===== src/rtl/adc_display_averager_pkg.sv =====
`default_nettype none
// ============================================================================
// Module      : adc_disp_pkg
// Description : Shared types, default constants and width helper for the
//               ADC display averager.
// Revision    : 1.0 - initial release
// ============================================================================
package adc_disp_pkg;

    // Two-state controller: gathering samples, or dropping them while the
    // display is held steady.
    typedef enum logic [0:0] {
        ACCUM = 1'b0,
        HOLD  = 1'b1
    } state_t;

    localparam int DEF_SAMPLE_W    = 12;
    localparam int DEF_AVG_LOG2    = 4;
    localparam int DEF_HOLD_CYCLES = 5000000;

    // Sum of 2^avg_log2 samples of sample_w bits never exceeds this width.
    function automatic int acc_width(input int sample_w, input int avg_log2);
        return sample_w + avg_log2;
    endfunction

endpackage : adc_disp_pkg
`default_nettype wire


===== src/rtl/adc_display_averager_if.sv =====
`default_nettype none
// ============================================================================
// Module      : adc_display_averager_if
// Description : Sample-in / display-value-out bundle for the averager.
//               master = sample source / display side, slave = averager.
// Revision    : 1.0 - initial release
// ============================================================================
interface adc_display_averager_if
    import adc_disp_pkg::*;
#(
    parameter int SAMPLE_W = DEF_SAMPLE_W
);
    logic [SAMPLE_W-1:0] sample;
    logic                sample_valid;
    logic                freeze;
    logic [SAMPLE_W-1:0] num;
    logic                num_update;
    logic                busy_hold;

    modport master (
        output sample, sample_valid, freeze,
        input  num, num_update, busy_hold
    );

    modport slave (
        input  sample, sample_valid, freeze,
        output num, num_update, busy_hold
    );
endinterface : adc_display_averager_if
`default_nettype wire


===== src/rtl/adc_display_averager_hold_timer.sv =====
`default_nettype none
// ============================================================================
// Module      : hold_timer
// Description : Loadable down-counter. Load sets the count to HOLD_CYCLES;
//               active while non-zero, expired while the count reads 1
//               (the last cycle of the hold window).
// Revision    : 1.0 - initial release
// ============================================================================
module hold_timer
    import adc_disp_pkg::*;
#(
    parameter int HOLD_CYCLES = DEF_HOLD_CYCLES
) (
    input  logic clk,
    input  logic reset_n,
    input  logic load,
    output logic expired,
    output logic active
);
    localparam int CW = (HOLD_CYCLES > 1) ? $clog2(HOLD_CYCLES + 1) : 1;
    localparam logic [CW-1:0] c_load_val = CW'(HOLD_CYCLES);
    localparam logic [CW-1:0] c_one      = CW'(1);

    logic [CW-1:0] r_count;

    // Reload on request, otherwise count down to zero and rest there.
    always_ff @(posedge clk or negedge reset_n) begin
        if (!reset_n) begin
            r_count <= '0;
        end else if (load) begin
            r_count <= c_load_val;
        end else if (r_count != '0) begin
            r_count <= r_count - c_one;
        end
    end

    assign active  = (r_count != '0);
    assign expired = (r_count == c_one);

endmodule : hold_timer
`default_nettype wire


===== src/rtl/adc_display_averager.sv =====
`default_nettype none
// ============================================================================
// Module      : adc_display_averager
// Description : Block-averages 2^AVG_LOG2 ADC samples and publishes the
//               truncated mean as a registered display value, then ignores
//               samples for HOLD_CYCLES so the digits stay readable.
//               freeze suppresses publishing without disturbing the cadence.
// Revision    : 1.0 - initial release
// ============================================================================
module adc_display_averager
    import adc_disp_pkg::*;
#(
    parameter int SAMPLE_W    = DEF_SAMPLE_W,
    parameter int AVG_LOG2    = DEF_AVG_LOG2,
    parameter int HOLD_CYCLES = DEF_HOLD_CYCLES
) (
    input  logic                   clk,
    input  logic                   reset_n,
    adc_display_averager_if.slave  bus
);
    localparam int ACC_W = acc_width(SAMPLE_W, AVG_LOG2);
    localparam int CNT_W = AVG_LOG2 + 1;

    localparam logic [CNT_W-1:0] c_cnt_last = CNT_W'((1 << AVG_LOG2) - 1);
    localparam logic [CNT_W-1:0] c_cnt_one  = CNT_W'(1);
    // With no hold window the controller goes straight back to collecting.
    localparam state_t c_done_state = (HOLD_CYCLES > 0) ? HOLD : ACCUM;

    state_t              r_state;
    state_t              w_state_nxt;
    logic [ACC_W-1:0]    r_acc;
    logic [ACC_W-1:0]    w_acc_nxt;
    logic [ACC_W-1:0]    w_sum;
    logic [CNT_W-1:0]    r_cnt;
    logic [CNT_W-1:0]    w_cnt_nxt;
    logic [SAMPLE_W-1:0] r_num;
    logic [SAMPLE_W-1:0] w_num_nxt;
    logic [SAMPLE_W-1:0] w_mean;
    logic                r_num_update;
    logic                w_num_update_nxt;
    logic                w_hold_load;
    logic                w_hold_expired;
    logic                w_hold_active;

    // Running sum including the sample on the bus; the mean is its top
    // SAMPLE_W bits, i.e. a truncating shift by AVG_LOG2.
    assign w_sum  = r_acc + ACC_W'(bus.sample);
    assign w_mean = w_sum[ACC_W-1:AVG_LOG2];

    hold_timer #(
        .HOLD_CYCLES (HOLD_CYCLES)
    ) u_hold_timer (
        .clk     (clk),
        .reset_n (reset_n),
        .load    (w_hold_load),
        .expired (w_hold_expired),
        .active  (w_hold_active)
    );

    // State, accumulator, sample count and published value registers.
    always_ff @(posedge clk or negedge reset_n) begin
        if (!reset_n) begin
            r_state      <= ACCUM;
            r_acc        <= '0;
            r_cnt        <= '0;
            r_num        <= '0;
            r_num_update <= 1'b0;
        end else begin
            r_state      <= w_state_nxt;
            r_acc        <= w_acc_nxt;
            r_cnt        <= w_cnt_nxt;
            r_num        <= w_num_nxt;
            r_num_update <= w_num_update_nxt;
        end
    end

    // Next-state and datapath control: accept, complete a block, or hold.
    always_comb begin
        w_state_nxt      = r_state;
        w_acc_nxt        = r_acc;
        w_cnt_nxt        = r_cnt;
        w_num_nxt        = r_num;
        w_num_update_nxt = 1'b0;
        w_hold_load      = 1'b0;

        case (r_state)
            ACCUM: begin
                if (bus.sample_valid) begin
                    if (r_cnt == c_cnt_last) begin
                        w_acc_nxt   = '0;
                        w_cnt_nxt   = '0;
                        w_hold_load = 1'b1;
                        w_state_nxt = c_done_state;
                        // freeze only matters here, at block completion.
                        if (!bus.freeze) begin
                            w_num_nxt        = w_mean;
                            w_num_update_nxt = 1'b1;
                        end
                    end else begin
                        w_acc_nxt = w_sum;
                        w_cnt_nxt = r_cnt + c_cnt_one;
                    end
                end
            end
            HOLD: begin
                // Samples are dropped; leave on the last hold cycle. An idle
                // timer also releases the state so it can never stick.
                if (w_hold_expired || !w_hold_active) begin
                    w_state_nxt = ACCUM;
                end
            end
            default: begin
                w_state_nxt = ACCUM;
            end
        endcase
    end

    assign bus.num        = r_num;
    assign bus.num_update = r_num_update;
    assign bus.busy_hold  = (r_state == HOLD);

endmodule : adc_display_averager
`default_nettype wire


===== src/flat_wrapper.sv =====
// flat-port wrapper written by rule: the top's interface ports become plain ports
module adc_display_averager_flat import adc_disp_pkg::*;
#(
    parameter int SAMPLE_W    = DEF_SAMPLE_W,
    parameter int AVG_LOG2    = DEF_AVG_LOG2,
    parameter int HOLD_CYCLES = DEF_HOLD_CYCLES
)
  (clk, reset_n, bus_sample, bus_sample_valid, bus_freeze, bus_num, bus_num_update, bus_busy_hold);
  adc_display_averager_if #(.SAMPLE_W(SAMPLE_W)) bus_i ();
  input  logic clk;
  input  logic reset_n;
  input wire logic [$bits(bus_i.sample)-1:0] bus_sample;
  input wire logic [$bits(bus_i.sample_valid)-1:0] bus_sample_valid;
  input wire logic [$bits(bus_i.freeze)-1:0] bus_freeze;
  output wire logic [$bits(bus_i.num)-1:0] bus_num;
  output wire logic [$bits(bus_i.num_update)-1:0] bus_num_update;
  output wire logic [$bits(bus_i.busy_hold)-1:0] bus_busy_hold;
  assign bus_i.sample = bus_sample;
  assign bus_i.sample_valid = bus_sample_valid;
  assign bus_i.freeze = bus_freeze;
  assign bus_num = bus_i.num;
  assign bus_num_update = bus_i.num_update;
  assign bus_busy_hold = bus_i.busy_hold;
  adc_display_averager #(.SAMPLE_W(SAMPLE_W), .AVG_LOG2(AVG_LOG2), .HOLD_CYCLES(HOLD_CYCLES)) u_core (.clk(clk), .reset_n(reset_n), .bus(bus_i));
endmodule

===== config.mk =====
export PLATFORM = sky130hd
export DESIGN_NAME = adc_display_averager_flat
export DESIGN_NICKNAME = d
export VERILOG_FILES = /design/src/rtl/adc_display_averager_pkg.sv /design/src/rtl/adc_display_averager_if.sv /design/src/rtl/adc_display_averager_hold_timer.sv /design/src/rtl/adc_display_averager.sv /design/src/flat_wrapper.sv
export SDC_FILE = /design/constraint.sdc
export NUM_CORES = 1
export LEC_CHECK = 0
export ABC_AREA = 0
export CORE_ASPECT_RATIO = 0.6
export CORE_UTILIZATION = 57
export DETAILED_ROUTE_END_ITERATION = 6
export GPL_TIMING_DRIVEN = 0
export PLACE_DENSITY = 0.8
export SETUP_SLACK_MARGIN = 0.1
export SLEW_MARGIN = 20
export SYNTH_ARGS = -nofsm -noshare
export SYNTH_HDL_FRONTEND = slang
export SYNTH_SLANG_ARGS = --single-unit

===== constraint.sdc =====
create_clock -name clk -period 3.4 [get_ports clk]
set_input_delay 0.34 -clock clk [delete_from_list [all_inputs] [get_ports clk]]
set_output_delay 0.34 -clock clk [all_outputs]
set_load 0.01 [all_outputs]

# Yosys cells after proc, flatten, opt, wreduce, memory -nomap -nowiden
# Cells that the tools add are included.
[classes]
eq_ne = 2
bitwise_logic = 2
add_sub_neg = 3
mux = 13
reduce_logical = 6
[ops]
columns = ["cell", "count"]
rows = [
  ["$mux W23", 2],
  ["$eq A23 B1 Y1 const B", 1],
  ["$reduce_bool A23 Y1", 1],
  ["$sub A23 B1 Y23 const B", 1],
  ["$add A16 B12 Y16", 1],
  ["$mux W16", 1],
  ["$mux W1", 8],
  ["$add A5 B1 Y5 const B", 1],
  ["$eq A5 B4 Y1 const B", 1],
  ["$mux W5", 1],
  ["$reduce_and A4 Y1", 1],
  ["$not A1 Y1", 2],
  ["$pmux W1 S2", 1],
  ["$reduce_and A2 Y1", 1],
  ["$reduce_bool A2 Y1", 1],
  ["$logic_not A1 Y1", 1],
  ["$logic_or A1 B1 Y1", 1],
]
[totals]
in_bits = 16
regBits = 58
output_inout_bits = 14

# Longest topological paths before layout
# Gate-level depths: netlist of run 1.
[logic_depth]
word_depth = 5
mapped_depth = 10
mapped_depth_nobuf = 10

# Cells and area by module
# Synthesis of run 1 repeated with hierarchy kept, for this count alone.
[hier_totals]
hier_cells = 349
area_unflattened_um2 = 3365.7
[by_module_without_submodules]
columns = ["module", "seq_area_each_um2", "area_per_inst_um2", "instances", "cells_per_inst"]
rows = [
  ["adc_display_averager", 875.8, 2053.2, 1, 217],
  ["hold_timer", 575.6, 1312.5, 1, 132],
]

# Worst setup path after synthesis of run 1
# No wires, ideal clock.
[synth_timing]
path_type = "register -> register"
startpoint = "register u_core.u_hold_timer.r_count[11]"
endpoint = "register u_core.u_hold_timer.r_count[5]"
setup_ns = 0.132
n_path_buf = 1
path_slack_ns = 0.930
t_arrival_ns = 2.338
path_stages_with_launch = 9
required_time_ns = 3.268
path_cell_list = "dfrtp_1 > or4_4 > or4_1 > or4_4 > buf_6 > nand2_2 > or2_1 > xor2_1 > nor2_1"
[synth_via]
elab_chain_len = 2
[synth_rtl]
columns = ["item", "line_no", "rtl"]
rows = [
  ["start: declaration", "adc_display_averager_hold_timer.sv:24", "logic [CW-1:0] r_count;"],
  ["start signal: assignment", "adc_display_averager_hold_timer.sv:31", "r_count <= c_load_val;"],
  ["start signal: assignment", "adc_display_averager_hold_timer.sv:33", "r_count <= r_count - c_one;"],
  ["$reduce_bool A23 Y1", "adc_display_averager_hold_timer.sv:32", "end else if (r_count != '0) begin"],
  ["$reduce_bool A2 Y1 (no source line)", "--", ""],
]
# Every way passes these cells.
# A chain may end at the register's enable or synchronous reset.

# Worst setup path after layout of run 1
[layout_timing]
startpoint = "register u_core.u_hold_timer.r_count[19]"
endpoint = "register u_core.u_hold_timer.r_count[17]"
# The elaborated chain is that of the path after synthesis.

==> metrics.md, run 1 <==
| Metric | Value |
|---|---|
| CTS H-tree depth | `3` |
| DRT Pass-1 Iters | `7` |
| Failing checks | `design-rule violations` |
| Worst Path Max Fanout | `8` |
| WL per Instance | `16.6 µm` |
| Final setup viols | `0` |
| CP Data Required Time | `between 3000 and 4000 ps` |
| Number of synthesis warnings | `0` |
| Largest family of logic cells by synthesized area | `simple AND/OR/NAND/NOR gates` |
| Die area | `0.00581 mm²` |
| Clk buf depth | `2` |
| Global-route wire length before repair | `11.9 mm` |
| Max-slew violation count | `0` |
| Largest net degree at the start of global routing | `50` |
| Final Hold Viols | `0` |
| Status | `finished with violations` |
| Global routing's busiest layer | `met1` |
| Clk_skew | `6.57 ps` |
| CTS tree | `done` |
| Worst Tran Pin Value | `roughly 700 ps` |
| Synth Area in Compound Gates | `16.3%` |
| Count of different cell masters after synthesis | `49` |
| Slew headroom | `a little over half` |
| Synthesis-stage register bit count | `58` |
| Met2 Usage GRT | `39.4%` |
| Post-synthesis mux area share | `1.44%` |
| Top-area cell type share of the netlist area | `46.3%` |
| Syn nets | `359` |
| Worst Path Buf+Inv | `1` |
| Final period util | `just under 80%` |
| EDFF count, synth | `0` |
| Row cnt | `20` |
| Tmin final | `approximately 2700 ps` |
| Worst EP arrival | `~2900 ps` |
| Fillcell total | `380` |
| Number of global-route vias before repair | `2374` |
| Min Hold Slack | `400 ps` |
| # clock sinks | `58` |
| Die H | `between 50 and 60 µm` |
| Post-DP Area | `0.00353 mm²` |
| RSZ-0062 raised after global routing | `no` |
| Design Area, Final | `between 0.003 and 0.004 mm²` |
| Pwr dens | `roughly 460 mW/mm²` |
| Worst reg2reg endpoint | `u_core.u_hold_timer.r_count[17]` |
| Post-synthesis sequential area ratio | `46.3%` |
| N_diodes | `0` |
| Total global routing overflow | `0` |
| Hold crit path type | `in2async` |
| Post-synthesis xor/xnor area fraction | `approximately 6.1%` |
| Reg2Reg Depth | `8` |
| Via count | `2676` |
| Crit. End Element | `flop` |
| Syn avg cell area | `9.59 µm²` |
| Setup Crit Path Kind | `reg2reg` |
| Cell taking the most area after synthesis | `dfrtp_1` |
| Remaining DRCs | `6` |
| Sum Neg Setup Slack | `0 ps` |
| Most area-consuming cells after synthesis | `dfrtp_1 (46%), ha_1 (6.0%), nand2_1 (5.6%)` |
| Routing usage on met1 | `between 40% and 50%` |
| Area growth syn-to-layout | `18.9%` |
| Asr flop ratio synth | `100%` |
| Simple-Gate Fraction of Synth Area | `approximately a fifth` |
| Peak supply drop | `0.000272 V` |
| DRT antenna net count | `0` |
| Gr usage total | `27.5%` |
| Crit-path leading delay family | `simple AND/OR/NAND/NOR gates` |
| Number of buffers inserted by port buffering | `29` |
| Initial antenna violation count | `0` |
| RR Startpoint | `u_core.u_hold_timer.r_count[19]` |
| Post-DP HPWL | `5.32 mm` |
| CP max-delay cell | `or4_1` |
| Commonest cells in the netlist | `dfrtp_1 (58), nand2_1 (47), nor2_1 (25)` |
| Crit-path cells | `or4_1 > or4_1 > or4_4 > buf_6 > nand3_2 > nor2_1 > xnor2_1 > nor2_1` |
| Starting Density | `60.6%` |
| Core footprint | `0.00518 mm²` |
| Gp weighted congestion | `0.864` |
| CP startpoint kind | `flop` |
| Adder-cell share of the synthesized area | `6.62%` |
| Routed vias/inst | `6.08` |
| DRT iter0 DRCs | `220` |
| Root Buffer | `clkbuf_8` |
| Top FF cell, synth | `dfrtp_1` |
| Max cap viols | `0` |
| Layout cells sized above 1 | `8.82%` |
| Die Wd | `between 90 and 100 µm` |
| GR Util met3 | `6.84%` |
| Fmax | `372 MHz` |
| Clk_lat worst skew | `330 ps` |
| Netlist Area Pre-Place | `0.00314 mm²` |
| Nets | `approximately 400` |
| Reg2reg setup slack | `720 ps` |
| CP max stage delay | `between 600 and 700 ps` |
| Pleak | `1.54 nW` |
| Ports | `30` |
| Most numerous cell in the Yosys netlist | `dfrtp_1` |
| Total Routed Length | `7.31 mm` |
| Cts bufs inserted | `9` |
| Clk slew on worst S/H paths | `about 70 ps` |
| Post-Synthesis Cells | `327` |
## how the worst max path moves through the flow
stage | startpoint | endpoint | slack [ps] | cells after the start
after floorplan | u_core.u_hold_timer.r_count[11] | u_core.u_hold_timer.r_count[5] | 930 | 8
after global routing | u_core.u_hold_timer.r_count[18] | u_core.u_hold_timer.r_count[21] | 610 | 8
after global placement | reset_n | u_core.u_hold_timer.r_count[20] | 160 | 1
after CTS | u_core.u_hold_timer.r_count[11] | u_core.u_hold_timer.r_count[17] | 740 | 8
after detailed placement | bus_sample[0] | u_core.r_acc[12] | 460 | 11
final | u_core.u_hold_timer.r_count[19] | u_core.u_hold_timer.r_count[17] | 720 | 8
## power breakdown
part,internal (mW),switching (mW)
sequential,0.759,0.0758
clock,0.333,0.277
combinational,0.136,0.151
total,1.23,0.503
## kinds of logic (layout without fill, tap and decap cells)
kind of cell,Yosys count,after routing
compound gates,75,75
mux,4,4
xor+xnor,22,22
buf+inv,18,65
flops,58,58
simple gates,134,134
fa+ha+maj,16,16
## layout by cell type, fill, tap and decap left out, types with 6 or more instances in the layout
cell,instances
nand3_1,10
nor2_1,25
clkbuf_1,10
nor2b_1,6
nand2_1,47
a22o_1,7
a21oi_1,18
nor3_1,14
o31ai_1,6
o21ai_0,16
clkdlybuf4s50_1,28
nor4_1,6
xnor2_1,18
inv_1,6
clkbuf_8,9
dfrtp_1,58
ha_1,15
o21a_1,7
## metrics by stage
stage               total power [mW]  setup WS, ps  utilization [%]  std cells
floorplan                       1.02           930                -        327
global placement                1.10           161             67.8        422
detailed placement              1.13           465             68.2        423
CTS                             1.74           743             72.0        440
global route                    1.82           614             72.0        440
finish                          1.73           715             72.0        440
## metal layers
metal / vias to the layer above / part of all wire, %
li1: 1266 / -
met1: 1285 / 50
met2: 111 / 42
met3: 14 / 6.8
met4: 0 / 1.1
met5: - / 0
## sequential cells by signal, summed over array words and instances, names as in the netlist
signal	count
u_core.bus.busy_hold	1
u_core.bus.num	12
u_core.bus.num_update	1
u_core.r_acc	16
u_core.r_cnt	5
u_core.u_hold_timer.r_count	23
## cell type report
cell class | count | area (µm²) | share of cell area (%)
inverter | 7 | 26.3 | 0.704
clock inverter | 6 | 57.6 | 1.54
multi-input combinational | 251 | 1610 | 43.2
clock buffer | 10 | 128 | 3.42
timing repair buffer | 31 | 325 | 8.72
sequential | 58 | 1450 | 38.9
buffer | 11 | 48.8 | 1.31
tap | 66 | 82.6 | 2.21
## repair_timing
action | CTS | global route
endpoints found under the hold margin | 9 | 0
hold buffers | 1 | 0
buffers inserted | 0 | 0
gates resized for setup | 0 | 0
setup endpoints to repair | 0 | 0
(Power assumes the default switching activity.)
==> run 2: changes to the inputs <==
Clock period 3.4 ns to 2.8 ns, I/O delays scaled along.
==> run 2 against run 1 <==
Compared with the run above: the run still ends with design-rule violations left; via count down 0.15%; core utilization is 0.68 points higher; worst setup slack lost 530 ps; critical path depth did not move; highest routed layer unchanged; combinational power is 23% higher; sequential share of layout area fell by 0.36 points; worst hold slack got worse by 66 ps; clock power grew 22%; clock-buffer cell count stayed put; first-iteration DRC count increased by 5.9%; wire length increased by 2.1%.
==> metrics.md, run 2 (same netlist as run 1, synthesis figures left out) <==
| Metric | Value |
|---|---|
| Commonest cells after routing, fill and taps aside | `dfrtp_1 (58), nand2_1 (47), clkdlybuf4s50_1 (28)` |
| Die H | `59.5 µm` |
| CP startpoint kind | `flop` |
| Gate power share | `16.8%` |
| Final setup viols | `0` |
| CTS H-tree depth | `3` |
| Nets | `402` |
| N_diodes | `0` |
| Core Util, Final | `about 73%` |
| DRT antenna net count | `0` |
| Gp weighted congestion | `0.864` |
| Ports | `30` |
| Initial antenna violation count | `0` |
| Die area | `0.00581 mm²` |
| Fillcell total | `372` |
| Number of global-route vias before repair | `2374` |
| Gr usage total | `27.5%` |
| Largest Register | `u_core.u_hold_timer.r_count` |
| Post-DP Area | `0.00353 mm²` |
| Reg2Reg Depth | `8` |
| Switching portion of total power | `29.3%` |
| Total global routing overflow | `0` |
| Layout cells sized above 1 | `between 10% and 20%` |
| DRT Pass-1 Iters | `7` |
| Sum Neg Setup Slack | `0 ps` |
| Setup WS pre-CTS | `-75.4 ps` |
| Reg2reg setup slack | `180 ps` |
| Crit. End Element | `flop` |
| Final Power | `approximately 2.1 mW` |
| Peak supply drop | `roughly 0.00032 V` |
| Core footprint | `between 0.005 and 0.006 mm²` |
| Max cap viols | `0` |
| Largest register FFs | `23` |
| Clock power frac | `35.2%` |
| Clk buf depth | `2` |
| Slew headroom | `between 50% and 60%` |
| Routed vias/inst | `6.06` |
| Design Area, Final | `0.00376 mm²` |
| Number of buffers inserted by port buffering | `29` |
| Final period util | `93.5%` |
| Final Hold Viols | `0` |
| Fmax | `~380 MHz` |
| Psw | `618 µW` |
| Pwr dens | `561 mW/mm²` |
| RSZ-0062 raised after global routing | `yes` |
| Clk slew on worst S/H paths | `70 ps` |
| # clock sinks | `58` |
| Setup Crit Path Kind | `reg2reg` |
| Die Wd | `97.8 µm` |
| Clk_skew | `8.67 ps` |
| Row cnt | `20` |
| Hold crit path type | `in2async` |
| Worst reg2reg endpoint | `u_core.u_hold_timer.r_count[21]` |
| WL per Instance | `16.9 µm` |
| Via count | `2672` |
| Post-DP HPWL | `5.32 mm` |
| RR Startpoint | `u_core.u_hold_timer.r_count[11]` |
| Worst setup startpoint | `u_core.u_hold_timer.r_count[11]` |
| Max-slew violation count | `0` |
| Status | `finished with violations` |
| Starting Density | `60.6%` |
| Commonest non-fill, non-tap cell in the layout | `dfrtp_1` |
| Clk_lat worst skew | `~340 ps` |
| Root Buffer | `clkbuf_8` |
| Total Routed Length | `7.47 mm` |
| Worst Tran Pin Value | `711 ps` |
| Cts bufs inserted | `9` |
| Worst Path Max Fanout | `8` |
| Global-route wire length before repair | `11.9 mm` |
| Pleak | `around 1.6 nW` |
| Area growth syn-to-layout | `20.0%` |
| Failing checks | `design-rule violations` |
| Remaining DRCs | `6` |
| Pint | `~1.5 mW` |
| Largest net degree at the start of global routing | `50` |
| Worst EP arrival | `2820 ps` |
| CP Data Required Time | `3000 ps` |
| Tmin final | `2620 ps` |
| Final WS setup | `181 ps` |
| DRT iter0 DRCs | `233` |
| CTS tree | `done` |
| Reg power frac | `between 40% and 50%` |
-- run 2: changes by cell type in the layout (fill, tap and decap cells not counted), sizes merged --
cell / change
buf: +1
-- run 2: worst max-delay path by stage --
stage / slack (ps) / endpoint
3_3_place_gp: -380 / u_core.u_hold_timer.r_count[20]
4_1_cts: 140 / u_core.u_hold_timer.r_count[17]
2_1_floorplan: 330 / u_core.u_hold_timer.r_count[5]
6_report: 180 / u_core.u_hold_timer.r_count[21]
5_1_grt: 90 / u_core.u_hold_timer.r_count[21]
3_5_place_dp: -80 / u_core.r_acc[12]
-- run 2: metal layers --
metal,up-vias,track usage [%],part of all wire [%]
met5,-,0,0
met4,0,7.79,0.74
met3,8,6.84,6.9
met2,105,39.4,42
met1,1291,41.3,50
li1,1268,-,-
-- run 2: metrics by stage --
step	hold slack, ps	instances
3_3_place_gp	461	422
2_1_floorplan	-15.6	327
6_report	334	441
5_1_grt	335	441
4_1_cts	309	440
3_5_place_dp	126	423
-- run 2: what timing repair did --
item	in CTS	in global routing
hold buffers	1	0
endpoints found under the hold margin	9	0
resized for setup	0	6
setup endpoints to repair	0	8
setup buffers	0	1
-- run 2: critical path, cell delays in order, from the launching register on --
cell     delay, ps
dfrtp_1        410
or4_4          570
or4_4          450
or4_4          520
buf_6          160
nand3_4        100
nor3_1          70
xnor2_1        150
nor2_1          50
-- run 2: final cells by class --
class | instances | area (µm²) | share of cell area [%]
inverter | 7 | 26.3 | 0.698
multi-input combinational | 251 | 1640 | 43.5
sequential | 58 | 1450 | 38.6
clock inverter | 6 | 57.6 | 1.53
clock buffer | 10 | 128 | 3.39
tap | 66 | 82.6 | 2.19
timing repair buffer | 32 | 333 | 8.84
buffer | 11 | 48.8 | 1.30
-- run 2: power groups by stage --
| stage | Clock [mW] | Combinational, mW | Sequential [mW] |
|---|---|---|---|
| 2_1_floorplan | 0 | 0.236 | 1.00 |
| 3_3_place_gp | 0 | 0.323 | 1.02 |
| 3_5_place_dp | 0 | 0.347 | 1.02 |
| 6_report | 0.743 | 0.354 | 1.02 |
| 4_1_cts | 0.749 | 0.348 | 1.01 |
| 5_1_grt | 0.788 | 0.398 | 1.03 |
